$ cat src/rtl/noc_flit_pkg.sv
// Shared flit-link definitions: widths, flit type codes and framing FSM states
// for the credit-based receive port.
package noc_flit_pkg;

  localparam int FLIT_W  = 20;
  localparam int DEPTH   = 8;
  localparam int AW      = 3;
  localparam int TYPE_HI = 19;
  localparam int TYPE_LO = 18;

  typedef enum logic [1:0] {
    FT_BODY   = 2'b00,
    FT_TAIL   = 2'b01,
    FT_HEAD   = 2'b10,
    FT_SINGLE = 2'b11
  } flit_type_t;

  typedef enum logic {
    ST_IDLE   = 1'b0,
    ST_IN_PKT = 1'b1
  } rx_state_t;

  function automatic flit_type_t flit_type(input logic [FLIT_W-1:0] flit);
    return flit_type_t'(flit[TYPE_HI:TYPE_LO]);
  endfunction

endpackage

$ cat src/rtl/noc_credit_rx_port_if.sv
// Flit link bundle: upstream flit/valid with credit return, plus the
// downstream valid/ready drain side.
interface noc_credit_rx_port_if;
  import noc_flit_pkg::*;

  logic [FLIT_W-1:0] datain;
  logic              in_valid;
  logic              co;
  logic [FLIT_W-1:0] dataout;
  logic              out_valid;
  logic              out_ready;

  modport master (
    output datain, in_valid, out_ready,
    input  co, dataout, out_valid
  );

  modport slave (
    input  datain, in_valid, out_ready,
    output co, dataout, out_valid
  );
endinterface

$ cat src/rtl/noc_rx_fifo.sv
// Synchronous first-word-fall-through FIFO; the caller guarantees push only
// when not full (or popping) and pop only when non-empty.
module noc_rx_fifo
  import noc_flit_pkg::*;
(
  input  logic              clk,
  input  logic              rst,
  input  logic              push,
  input  logic              pop,
  input  logic [FLIT_W-1:0] wdata,
  output logic [FLIT_W-1:0] rdata,
  output logic              empty,
  output logic              full,
  output logic [AW:0]       count
);

  logic [FLIT_W-1:0] mem [DEPTH];
  logic [AW-1:0]     wr_ptr_reg;
  logic [AW-1:0]     rd_ptr_reg;
  logic [AW:0]       count_reg;
  logic [AW:0]       count_next;

  // Storage carries no reset; stale entries are never visible while empty.
  always_ff @(posedge clk) begin
    if (push) mem[wr_ptr_reg] <= wdata;
  end

  assign count_next = count_reg + (AW+1)'(push) - (AW+1)'(pop);

  always_ff @(posedge clk) begin
    if (rst) begin
      wr_ptr_reg <= '0;
      rd_ptr_reg <= '0;
      count_reg  <= '0;
    end else begin
      if (push) wr_ptr_reg <= wr_ptr_reg + 1'b1;
      if (pop)  rd_ptr_reg <= rd_ptr_reg + 1'b1;
      count_reg <= count_next;
    end
  end

  assign rdata = mem[rd_ptr_reg];
  assign empty = (count_reg == '0);
  assign full  = (count_reg == (AW+1)'(DEPTH));
  assign count = count_reg;

endmodule

$ cat src/rtl/noc_credit_rx_port.sv
// Receive endpoint of the credit flit link: buffers flits, returns one credit
// per drained flit, and checks head/body/tail framing.
module noc_credit_rx_port
  import noc_flit_pkg::*;
(
  input  logic                 clk,
  input  logic                 rst,
  noc_credit_rx_port_if.slave  link,
  output logic [AW:0]          count,
  output logic                 overflow,
  output logic                 frame_err,
  output logic [15:0]          pkt_cnt
);

  logic        empty;
  logic        full;
  logic        push;
  logic        pop;
  logic        drop;
  logic        co_reg;
  logic        overflow_reg;
  logic        frame_err_reg;
  logic [15:0] pkt_cnt_reg;
  rx_state_t   state_reg;
  rx_state_t   state_next;
  logic        err_set;
  logic        pkt_inc;

  assign pop  = link.out_valid & link.out_ready;
  // A full FIFO still takes a flit when the head leaves in the same cycle.
  assign push = link.in_valid & (~full | pop);
  assign drop = link.in_valid & full & ~pop;

  noc_rx_fifo u_fifo (
    .clk   (clk),
    .rst   (rst),
    .push  (push),
    .pop   (pop),
    .wdata (link.datain),
    .rdata (link.dataout),
    .empty (empty),
    .full  (full),
    .count (count)
  );

  assign link.out_valid = ~empty;

  always_comb begin
    state_next = state_reg;
    err_set    = 1'b0;
    pkt_inc    = 1'b0;
    if (push) begin
      unique case (state_reg)
        ST_IDLE: begin
          unique case (flit_type(link.datain))
            FT_HEAD:   state_next = ST_IN_PKT;
            FT_SINGLE: pkt_inc    = 1'b1;
            default:   err_set    = 1'b1;
          endcase
        end
        ST_IN_PKT: begin
          unique case (flit_type(link.datain))
            FT_BODY: state_next = ST_IN_PKT;
            FT_TAIL: begin
              state_next = ST_IDLE;
              pkt_inc    = 1'b1;
            end
            FT_HEAD: err_set = 1'b1;
            FT_SINGLE: begin
              state_next = ST_IDLE;
              err_set    = 1'b1;
              pkt_inc    = 1'b1;
            end
          endcase
        end
      endcase
    end
  end

  always_ff @(posedge clk) begin
    if (rst) begin
      state_reg     <= ST_IDLE;
      co_reg        <= 1'b0;
      overflow_reg  <= 1'b0;
      frame_err_reg <= 1'b0;
      pkt_cnt_reg   <= '0;
    end else begin
      state_reg <= state_next;
      co_reg    <= pop;
      if (drop)    overflow_reg  <= 1'b1;
      if (err_set) frame_err_reg <= 1'b1;
      if (pkt_inc) pkt_cnt_reg   <= pkt_cnt_reg + 16'd1;
    end
  end

  assign link.co   = co_reg;
  assign overflow  = overflow_reg;
  assign frame_err = frame_err_reg;
  assign pkt_cnt   = pkt_cnt_reg;

endmodule

$ cat src/flat_wrapper.sv
// flat-port wrapper written by rule: the top's interface ports become plain ports
module noc_credit_rx_port_flat import noc_flit_pkg::*;
  (clk, rst, count, overflow, frame_err, pkt_cnt, link_datain, link_in_valid, link_out_ready, link_co, link_dataout, link_out_valid);
  noc_credit_rx_port_if link_i ();
  input  logic clk;
  input  logic rst;
  output logic [AW:0] count;
  output logic overflow;
  output logic frame_err;
  output logic [15:0] pkt_cnt;
  input wire logic [$bits(link_i.datain)-1:0] link_datain;
  input wire logic [$bits(link_i.in_valid)-1:0] link_in_valid;
  input wire logic [$bits(link_i.out_ready)-1:0] link_out_ready;
  output wire logic [$bits(link_i.co)-1:0] link_co;
  output wire logic [$bits(link_i.dataout)-1:0] link_dataout;
  output wire logic [$bits(link_i.out_valid)-1:0] link_out_valid;
  assign link_i.datain = link_datain;
  assign link_i.in_valid = link_in_valid;
  assign link_i.out_ready = link_out_ready;
  assign link_co = link_i.co;
  assign link_dataout = link_i.dataout;
  assign link_out_valid = link_i.out_valid;
  noc_credit_rx_port u_core (.clk(clk), .rst(rst), .link(link_i), .count(count), .overflow(overflow), .frame_err(frame_err), .pkt_cnt(pkt_cnt));
endmodule
$ cat config.mk
export PLATFORM = sky130hd
export DESIGN_NAME = noc_credit_rx_port_flat
export DESIGN_NICKNAME = d
export VERILOG_FILES = /design/src/rtl/noc_flit_pkg.sv /design/src/rtl/noc_credit_rx_port_if.sv /design/src/rtl/noc_rx_fifo.sv /design/src/rtl/noc_credit_rx_port.sv /design/src/flat_wrapper.sv
export SDC_FILE = /design/constraint.sdc
export NUM_CORES = 1
export LEC_CHECK = 0
export CAP_MARGIN = 20
export CORE_MARGIN = 10
export CORE_UTILIZATION = 40
export CTS_BUF_LIST = sky130_fd_sc_hd__clkbuf_2
export DETAILED_ROUTE_END_ITERATION = 8
export DONT_BUFFER_PORTS = 1
export GPL_TIMING_DRIVEN = 0
export MAX_ROUTING_LAYER = met4
export PLACE_DENSITY = 0.55
export SLEW_MARGIN = 25
export SYNTH_ARGS = -nofsm -noshare
export SYNTH_HDL_FRONTEND = slang
export SYNTH_SLANG_ARGS = --single-unit
$ cat constraint.sdc
create_clock -name clk -period 4.49 [get_ports clk]
set_clock_uncertainty 0.15 [all_clocks]
set_input_delay 0.6735 -clock clk [delete_from_list [all_inputs] [get_ports clk]]
set_output_delay 0.6735 -clock clk [all_outputs]
set_load 0.02 [all_outputs]
==> results of run 1 <==
[cell usage after synthesis, types with 4 or more instances]
library cell / count
nand3_1: 8
inv_1: 4
nor2_1: 15
xnor2_1: 4
or4_1: 10
mux4_2: 40
a21oi_1: 19
buf_2: 8
o31ai_1: 10
clkbuf_1: 12
xor2_1: 5
mux2_2: 20
nand2_1: 11
ha_1: 8
dfxtp_1: 33
edfxtp_1: 160
[layer usage]
layer / global-route usage (%) / vias up / routed length [um]
met5: - / - / 0
met4: 4.27 / 0 / 177
met3: 3.72 / 14 / 838
met2: 20.9 / 81 / 7660
met1: 17.2 / 2031 / 6960
li1: - / 1776 / -
[power by group through the flow]
stage                     registers [mW]  clock network, mW  logic, mW
after floorplan                     2.18                  0      0.857
after global placement              2.21                  0       1.06
after detailed placement            2.20                  0       1.11
after CTS                           2.16              0.943       1.15
after global routing                2.17               1.02       1.23
final                               2.16              0.901       1.11
[critical path, cell delays in order, from the launching register on]
cell and delay [ns]:
dfxtp_1 0.45, clkbuf_1 0.66, mux4_2 0.42, mux2_2 0.36
[final cells by class]
cell class / instances / area share (%)
Multi-Input combinational cell: 188 / 23.5
Buffer: 22 / 1.35
Tap cell: 234 / 3.40
Clock buffer: 18 / 1.05
Timing Repair Buffer: 48 / 4.96
Inverter: 4 / 0.174
Sequential cell: 193 / 63.5
Clock inverter: 14 / 2.08
[path summary, 6_finish.rpt]
kind,end,slack (ns),depth (start not counted)
max reg2reg,u_core.u_fifo.mem[3][7],1.18,9
min,u_core.pkt_cnt[0],0.16,2
min reg2reg,u_core.u_fifo.rd_ptr_reg[1],0.37,2
max,link_dataout[19],1.03,3
[cells by family (layout without fill, tap and decap cells)]
group,after synthesis,in the layout
DFF,193,193
and+or+nand+nor,69,69
muxes,61,61
AOI/OAI and AO/OA,40,40
buffers and inverters,26,106
adders and majority gates,9,9
xor gates and xnor gates,9,9
==> impl.org, run 1 <==
** Setup path
- Crit end category :: primary output
- In this run the critical register-to-register path is launched from u_core.u_fifo.count[2].
- At the worst endpoint, the arrival time is 2.64 ns.
- Worst setup SP type :: flip-flop
- The critical path is of the flip-flop to primary output type.
- Required time at the endpoint of the critical path :: 3.67 ns
- Of all nets on the critical path, the largest fanout is 10.

** Logic synthesis
- Synthesized-area fraction occupied by ao, oa, aoi and oai cells :: 3.35%
- The synthesized netlist devotes 1.59% of its cell area to adder and majority cells.
- The synthesized design contains 193 register bits.
- Largest family of logic cells by synthesized area :: multiplexers
- After synthesis the cells add up to 7570 sq um.
- In the synthesized netlist the async set-or-reset flop fraction comes to 0%.
- Of all cell types, the one taking the most synthesized area is edfxtp_1.
- Yosys mapped a number of flops with a built-in enable equal to 160.
- Among all flip-flop cells after synthesis, the most frequent one is edfxtp_1.
- Sequential element share of the synthesized area :: 72.2%
- Count of different cell masters after synthesis :: 43
- After synthesis, the mean cell area works out to 18.6 sq um.
- For this run, the number of Yosys warnings is 0.
- Top cells by area in the synthesized netlist :: edfxtp_1 (63%), mux4_2 (12%), dfxtp_1 (8.7%)
- After technology mapping, the gate count stands at 407.
- Number of nets produced by synthesis :: 440
- Fraction of synthesized area in multiplexers :: 15.0%
- Post-synth top area share :: 63.4%
- Parity-gate share of the synthesized area counting xor and xnor cells :: 1.04%
- Simple logic cell fraction of the synthesized area :: 5.14%

** Final layout
- Commonest non-fill, non-tap cell in the layout :: edfxtp_1
- The repair_antennas step left the layout with diodes totalling 0.
- For this run, the post-layout net count is 507.
- Number of fill cells :: 1625
- Summing all multi-input logic gate instances after layout gives 2020 sq um.
- Commonest cells after routing, fill and taps aside :: edfxtp_1 (160), mux4_2 (40), dfxtp_1 (33)
- FF/Latch Area :: 5470 sq um
- Final instance count without filler cells :: 721
- Cells fill 46.2% of the core in the end.
- Area overhead of the layout relative to synthesis :: 13.7%
- Fraction of final layout cells sized beyond drive strength 1 :: 28.3%
- Area of all placed cells without fillers :: 8610 sq um
- Number of flip-flops in the largest register :: 160

** Clock network
- Clock slew at reported path FFs :: 0.27 ns
- Clock tree synthesis found a total of 193 sinks.
- No sink is reached through more buffers than the 2 on the longest clock path.
- Clock tree from TritonCTS :: yes
- The clock reaches the later pin of the worst-skew pair after 0.75 ns.
- Hold repair after CTS inserted 24 buffers.
- The cell sitting at the root of the clock tree is a clkbuf_2.
- The H-tree generated during clock tree synthesis spans 4 levels.
- Post-CTS sizing :: 0
- Setup Buffers After CTS :: 0
- Counting the buffers created by CTS gives 17.

** STA
- Tightest Pin Transition :: 0.841 ns
- Setup violations remaining at the end of the flow were counted as 0.
- Total negative setup slack :: 0 ns
- RSZ-0062 raised after global routing :: false
- Total count of hold-check failures in the final report :: 0
- Derived from the worst setup path, the maximum achievable clock frequency is 289 MHz.
- Setup slack after layout :: 1.03 ns
- Post-Route Hold Slack :: 0.160 ns
- After layout, the minimum clock period comes to 3.46 ns.
- The number of max-slew violations in the final report was 0.
- The worst path uses 77.1% of the clock period.
- Headroom to the max-slew limit :: 43.9%

** Routing
- After detailed routing, the number of remaining DRC violations is 0.
- Remaining antenna violation count :: 0
- Wires add up to 15.6 mm.
- Via density :: 5.41
- In the final routed layout, each cell accounts on average for 21.7 um.
- The first detailed-routing pass took 4 iterations.
- Overall via count from detail_route :: 3902
- Initial detailed-routing violation count :: 247

** Worst hold path
- The startpoint identified for the worst hold timing path is rst.
- Tightest Hold Check Type :: primary input to flip-flop

** GRT
- The total overflow left after global routing is 0.
- For this run, the total global-route usage over all layers was measured as 13.5%.
- The initial antenna violation count came to 0.
- Number of global-route vias before repair :: 4158
- Largest net degree at the start of global routing :: 19
- The first global-routing pass estimated 24.4 mm of wire.

** Outcome
- The run finished with clean final reports.

** Run
- Across the run, the number of max-cap violations was 0.

** Die
- The floorplan has 50 rows.
- Initial standard-cell utilization of the core :: 40.6%
- The die is 158 um tall.
- The floorplan step defined a die boundary enclosing 24800 sq um.
- The core region is 18600 sq um.
- 68 I/O pins were placed.
- Chip width :: 158 um

** Power
- In this run, the clock network consumes 21.6% of the power.
- Total design power :: 4.18 mW
- The internal power of the cells totals 2.89 mW.
- Highest ir drop seen on vdd :: 297 uV
- Leakage :: 2.74 nW
- In this run switching power makes up 30.8% of total power.
- Register share of total power :: 51.7%
- P per Cell Area :: 485 nW/um^2
- Combinational logic is responsible for 26.7% of the overall power.
- Net switching power :: 1.28 mW

** Placed design
- Area of placed instances :: 8100 sq um
- OpenSTA, run right after detailed placement, puts the worst setup slack at 1.14 ns.
- Routability cong. :: 0.712
- # placed instances :: 665
- Detailed placement ended at an HPWL of 10.7 mm.
- Number of port buffers :: 0
(Power assumes the default switching activity.)
==> run 2: changes to the inputs <==
--- a/config.mk
+++ b/config.mk
@@ -13,7 +13,7 @@
 export DONT_BUFFER_PORTS = 1
 export GPL_TIMING_DRIVEN = 0
 export MAX_ROUTING_LAYER = met4
-export PLACE_DENSITY = 0.55
+export PLACE_DENSITY = 0.57
 export SLEW_MARGIN = 25
 export SYNTH_ARGS = -nofsm -noshare
 export SYNTH_HDL_FRONTEND = slang
==> constraint.sdc (replaced) <==
create_clock -name clk -period 3 [get_ports clk]
set_clock_uncertainty 0.15 [all_clocks]
set_input_delay 0.45 -clock clk [delete_from_list [all_inputs] [get_ports clk]]
set_output_delay 0.45 -clock clk [all_outputs]
set_load 0.02 [all_outputs]
==> impl.org, run 2 (same netlist as run 1, synthesis figures left out) <==
** Clock network
- The clock passes through at most 2 buffers.
- In this run the clock root is driven by a clkbuf_2.
- The clock net in this run drives a total of 193 sinks.
- TritonCTS built the clock tree.
- Clock Latency Late Sink :: 0.73 ns
- Clock-pin slew was measured on the worst setup and hold paths at 0.23 ns.
- Deepest level of the CTS H-tree :: 4
- CTS buffer count :: 17

** GRT
- The initial antenna violation count was 1.
- The total overflow left after global routing is 0.
- Number of global-route vias before repair :: 4120
- The first global-routing pass estimated 23.7 mm of wire.
- For this run, the total global-route usage over all layers was measured as 13.1%.
- Largest net degree at the start of global routing :: 17

** STA
- The final hold violation count was 0.
- Count of endpoints failing setup in the final report :: 0
- Headroom to the max-slew limit :: 42.2%
- For this run, the top clock speed supported by timing is 349 MHz.
- The smallest clock period supported by the final layout is computed as 2.87 ns.
- Dividing the final minimum period by the clock period gives 95.5%.
- Setup repair after global routing could not meet its margin everywhere.
- Final Slew Violations :: 0
- Tightest Pin Transition :: 0.861 ns

** Setup path
- The critical path in this run is classified as flip-flop to primary output.
- In this run the worst path has a maximum fanout of 10.
- Crit end category :: primary output
- Cells along the critical path :: buf_8 -> mux4_2 -> mux2_2
- Worst setup SP type :: flip-flop
- Largest incremental delay on the critical path :: 0.51 ns
- At the worst endpoint, the required time is 2.40 ns.
- Data on the critical path arrives at its endpoint at 2.27 ns.
- Cell with the largest stage delay on the worst path :: mux4_2

** Worst hold path
- The path class of the tightest hold or removal check is primary input to flip-flop.

** Routing
- Via density :: 5.42
- For this block, the initial DRC count from the detailed router was 239.
- Total wirelength of the detailed-routed design :: 15.3 mm
- First drt pass iteration count :: 4
- Number of remaining DRC errors :: 0
- Remaining antenna violation count :: 0
- In the final routed layout, each cell accounts on average for 21.3 um.
- The final route contains 3895 vias.

** Die
- Num rows :: 50
- Chip width :: 158 um
- After floorplanning, the core was sized to cover 18600 sq um.
- The die covers 24800 sq um.
- The initial utilization of the core area, before any placement, comes to 40.6%.
- From bottom edge to top edge, the die measures 158 um.
- 68 I/O pins were placed.

** Placed design
- Input and output buffers added on the ports amount to 0.
- Detailed placement ended at an HPWL of 10.4 mm.
- The congestion estimate from routability-driven global placement came to 0.714.

** Final layout
- Commonest cells after routing, fill and taps aside :: edfxtp_1 (160), mux4_2 (40), dfxtp_1 (32)
- The area growth from synthesis to layout is 15.4%.
- Fraction of final layout cells sized beyond drive strength 1 :: 28.9%
- The register with the most flip-flops in the layout has 160 of them.
- The library cell used most frequently in the layout, excluding fill and tap cells, is edfxtp_1.
- Net count of the finished layout :: 504
- Final core utilization :: 46.9%
- Number of fill cells :: 1611

** Run
- Reported max-cap violation count :: 0

** Power
- VDD sags by at most 419 uV.
- Power spread over the standard cell area amounts to 724 nW/um^2.
- Total design power :: 6.33 mW
- Leakage :: 2.77 nW

** Outcome
- The flow ran to the end, and the final reports show no timing, DRC or antenna violations.
==> run 2: changes by cell type in the layout (fill, tap and decap cells not counted), sizes merged <==
cell         change
buf              -1
clkbuf           -1
clkinv           +1
clkinvlp         -2
diode            +1
dlygate4sd3      +2
inv              -2
==> run 2: where the power goes <==
part	switching (mW)	internal, mW
clock	0.816	0.475
combinational	0.927	0.841
sequential	0.163	3.11
total	1.91	4.42
==> run 2: what timing repair did <==
action | in CTS | in global routing
endpoints found under the hold margin | 193 | 0
hold buffers | 26 | 0
pin swaps | 3 | 2
endpoints found under the setup margin | 48 | 52
buffers inserted | 4 | 2
cloned | 1 | 0
resized for setup | 14 | 13
==> run 2: final cells by class <==
class	instances	area, sq um	area share (%)
flip-flops and latches	193	5470	62.6
diodes	1	2.50	0.0286
clock buffers	21	105	1.20
well taps	234	293	3.35
multi-input cells	188	2080	23.8
repair buffers	46	479	5.48
clock inverters	11	139	1.59
inverters	4	15.0	0.172
plain buffers	21	160	1.83
==> run 2: final timing paths <==
path	start	end	slack (ns)	cells past startpoint
worst max-delay path	flip-flop	link_dataout[5]	0.13	3
worst min-delay path	link_out_ready	u_core.pkt_cnt[2]	0.11	4
worst max register to register	u_core.u_fifo.count[2]	u_core.u_fifo.count[0]	0.17	9
worst min register to register	u_core.u_fifo.rd_ptr_reg[1]	flip-flop	0.39	2
==> run 2: critical path, delay by kind of cell (launching register included) <==
kind / cells / cell delay (ns)
flops: 1 / 0.47
mux: 2 / 0.87
buf+inv: 1 / 0.19
==> run 2: stage by stage <==
step | setup TNS [ns] | hold WS [ns] | instances | setup WS (ns) | cell area, sq um
finish | 0 | 0.105 | 719 | 0.135 | 8740
global route | -0.0551 | 0.0234 | 719 | -0.0130 | 8740
CTS | 0 | 0.00624 | 716 | 0.00223 | 8700
detailed placement | -1.42 | 0.332 | 654 | -0.108 | 8130
global placement | -154.12 | 0.335 | 641 | -1.39 | 7910
floorplan | -4.11 | 0.304 | 407 | -0.111 | 7610
==> run 2: layer usage <==
| metal | share of wire (%) | vias up | track usage (%) |
|---|---|---|---|
| met3 | 7.3 | 12 | 5.02 |
| met4 | 0.91 | 0 | 3.65 |
| li1 | - | 1774 | - |
| met5 | 0 | - | - |
| met1 | 42 | 2017 | 15.3 |
| met2 | 50 | 92 | 20.9 |
==> run 3: changes to the inputs <==
--- a/config.mk
+++ b/config.mk
@@ -13,7 +13,7 @@
 export DONT_BUFFER_PORTS = 1
 export GPL_TIMING_DRIVEN = 0
 export MAX_ROUTING_LAYER = met4
-export PLACE_DENSITY = 0.57
+export PLACE_DENSITY = 0.55
 export SLEW_MARGIN = 25
 export SYNTH_ARGS = -nofsm -noshare
 export SYNTH_HDL_FRONTEND = slang
==> constraint.sdc (replaced) <==
create_clock -name clk -period 3.5 [get_ports clk]
set_clock_uncertainty 0.15 [all_clocks]
set_input_delay 0.525 -clock clk [delete_from_list [all_inputs] [get_ports clk]]
set_output_delay 0.525 -clock clk [all_outputs]
set_load 0.02 [all_outputs]
==> impl.org, run 3 (same netlist as run 1, synthesis figures left out) <==
** Outcome
- Outcome :: finished clean

** Final layout
- Fraction of final layout cells sized beyond drive strength 1 :: 27.5%
- The area growth from synthesis to layout is 14.6%.
- Commonest non-fill, non-tap cell in the layout :: edfxtp_1
- At the end of the flow, the number of nets in the layout was 504.
- The register with the most flip-flops in the layout has 160 of them.
- After the flow finishes, the layout carries non-filler instances totaling 718.
- The layout has 1593 filler cells.
- Commonest cells after routing, fill and taps aside :: edfxtp_1 (160), mux4_2 (40), dfxtp_1 (33)
- Antenna Cells :: 0

** Setup path
- In this run the critical register-to-register path is captured at u_core.u_fifo.mem[3][11].
- Worst setup SP type :: flip-flop
- Startpoint of the most critical register-to-register path :: u_core.u_fifo.count[2]
- Worst EP arrival :: 2.59 ns
- The critical path is of the flip-flop to primary output type.
- Of all nets on the critical path, the largest fanout is 10.
- R2R Setup Slk :: 0.30 ns
- For the worst flop-to-flop path, the logic depth is 10.
- Crit end category :: primary output
- For the worst setup path, the data required time is 2.82 ns.

** Clock network
- TritonCTS Sinks :: 193
- Clock tree from TritonCTS :: yes
- Clock slew at reported path FFs :: 0.25 ns
- Maximum buffer depth of the clock tree :: 2
- The clock reaches the later pin of the worst-skew pair after 0.72 ns.
- CTS placed an instance of clkbuf_2 at the clock tree root.
- Deepest level of the CTS H-tree :: 4
- CTS buffer count :: 17

** GRT
- Global routing used 13.2% of the available tracks across all layers.
- The initial antenna violation count is 0.
- The number of global-route vias before repair was 4027.
- Largest net degree at the start of global routing :: 19
- The first global-routing pass estimated 23.7 mm of wire.
- For this run the aggregate overflow at the end of global routing stands at 0.

** Routing
- Dividing the detail-routed wire length by the instance count gives 21.3 um.
- The first TritonRoute pass finished after 5 iterations.
- Via density :: 5.35
- Remaining antenna violation count :: 0
- The final layout contains routed wiring with a total length of 15.3 mm.
- The final route contains 3841 vias.
- In the routed design, unresolved DRC markers number 0.
- Initial detailed-routing violation count :: 262

** STA
- Total count of hold-check failures in the final report :: 0
- The worst pin sits at a relative slew slack of 46.0%.
- Final period util :: 93.3%
- The number of max-slew violations in the final report is 0.
- Counting I/O delays and the setup requirement, the final critical path takes 3.27 ns.
- Max Clock Freq :: 306 MHz
- At the pin with the least slew margin, the transition time is 0.810 ns.
- Setup repair after global routing could not meet its margin everywhere.
- Count of endpoints failing setup in the final report :: 0

** Die
- The initialized floorplan defines 50 standard-cell rows.
- The die covers 24800 sq um.
- Pin placement for this block handled 68 I/O pins.
- The total area inside the core boundary comes to 18600 sq um.
- The die is 158 um wide.
- Initial standard-cell utilization of the core :: 40.6%
- The die is 158 um tall.

** Power
- Leakage :: 2.73 nW
- Total design power :: 5.34 mW
- Highest ir drop seen on vdd :: 342 uV
- P per Cell Area :: 616 nW/um^2

** Placed design
- HPWL after DPL :: 10.5 mm
- The number of placed instances, taps included, is 661.
- Number of port buffers :: 0
- At the end of routability-driven placement, the weighted congestion stood at 0.718.

** Worst hold path
- Worst Hold End :: u_core.u_fifo.wr_ptr_reg[1]
- In this run the most critical hold path is launched from link_in_valid.
- In this run the worst hold path is classified as primary input to flip-flop.
- Counting instances, the worst hold path has a depth of 3.

** Run
- The tool flagged a number of max-cap violations equal to 0.
run 3: cell count changes in the layout (fill, tap and decap cells not counted), moves of 4 or more:
cell / before / now
buf_4: 10 / 2
clkbuf_2: 23 / 17
clkinvlp_4: 0 / 4
clkbuf_1: 6 / 12
buf_8: 6 / 2
inv_8: 0 / 4
buf_6: 7 / 17
run 3: area by class of cell:
| type | count | area, sq um | area share [%] |
|---|---|---|---|
| Clock inverter | 15 | 170 | 1.96 |
| Multi-Input combinational cell | 188 | 2060 | 23.7 |
| Tap cell | 234 | 293 | 3.37 |
| Buffer | 22 | 116 | 1.34 |
| Inverter | 4 | 15.0 | 0.173 |
| Sequential cell | 193 | 5470 | 63.0 |
| Timing Repair Buffer | 45 | 475 | 5.48 |
| Clock buffer | 17 | 85.1 | 0.981 |
run 3: per-stage QoR:
step           hold slack, ns  TNS, ns  utilization [%]  cell area (sq um)  worst slack (ns)
6_report               0.0870        0             46.5               8680             0.233
3_5_place_dp            0.341        0             43.8               8170             0.234
3_3_place_gp            0.328  -158.18             42.3               7890             -1.69
4_1_cts              0.000450        0             46.5               8670             0.105
2_1_floorplan           0.304   -0.346                -               7600           -0.0173
5_1_grt                0.0300  -0.0824             46.5               8680           -0.0190
run 3: worst max-delay path by stage:
stage	end	slack, ns	start
finish	link_dataout[6]	0.23	flip-flop
detailed placement	u_core.u_fifo.mem[3][9]	0.23	u_core.u_fifo.count[2]
floorplan	u_core.u_fifo.mem[3][0]	-0.02	u_core.u_fifo.count[2]
global route	link_dataout[2]	-0.02	flip-flop
global placement	u_core.u_fifo.mem[3][9]	-1.69	u_core.u_fifo.count[2]
CTS	link_dataout[6]	0.11	flip-flop
run 3: metal layers:
layer | up-vias | part of all wire, % | GRT usage [%]
met5 | - | 0 | -
met4 | 0 | 0.63 | 3.07
met3 | 7 | 6.8 | 4.21
met2 | 96 | 49 | 20.5
met1 | 1965 | 43 | 16.7
li1 | 1773 | - | -
run 3: power by group:
part / total [mW] / switching (mW) / internal [mW]
Combinational: 1.45 / 0.793 / 0.656
Clock: 1.12 / 0.768 / 0.350
Sequential: 2.78 / 0.119 / 2.66
Total: 5.34 / 1.68 / 3.66
run 3: worst max-delay path, stage by stage, from the launching register on:
cell and delay, ns:
dfxtp_1 0.46, clkbuf_1 0.64, mux4_2 0.42, mux2_2 0.35
run 3: timing repair:
action                                  CTS  global route
resized for setup                         0             0
buffers inserted                          0             0
endpoints found under the setup margin    0             7
hold buffers                             24             1
endpoints found under the hold margin   187             1
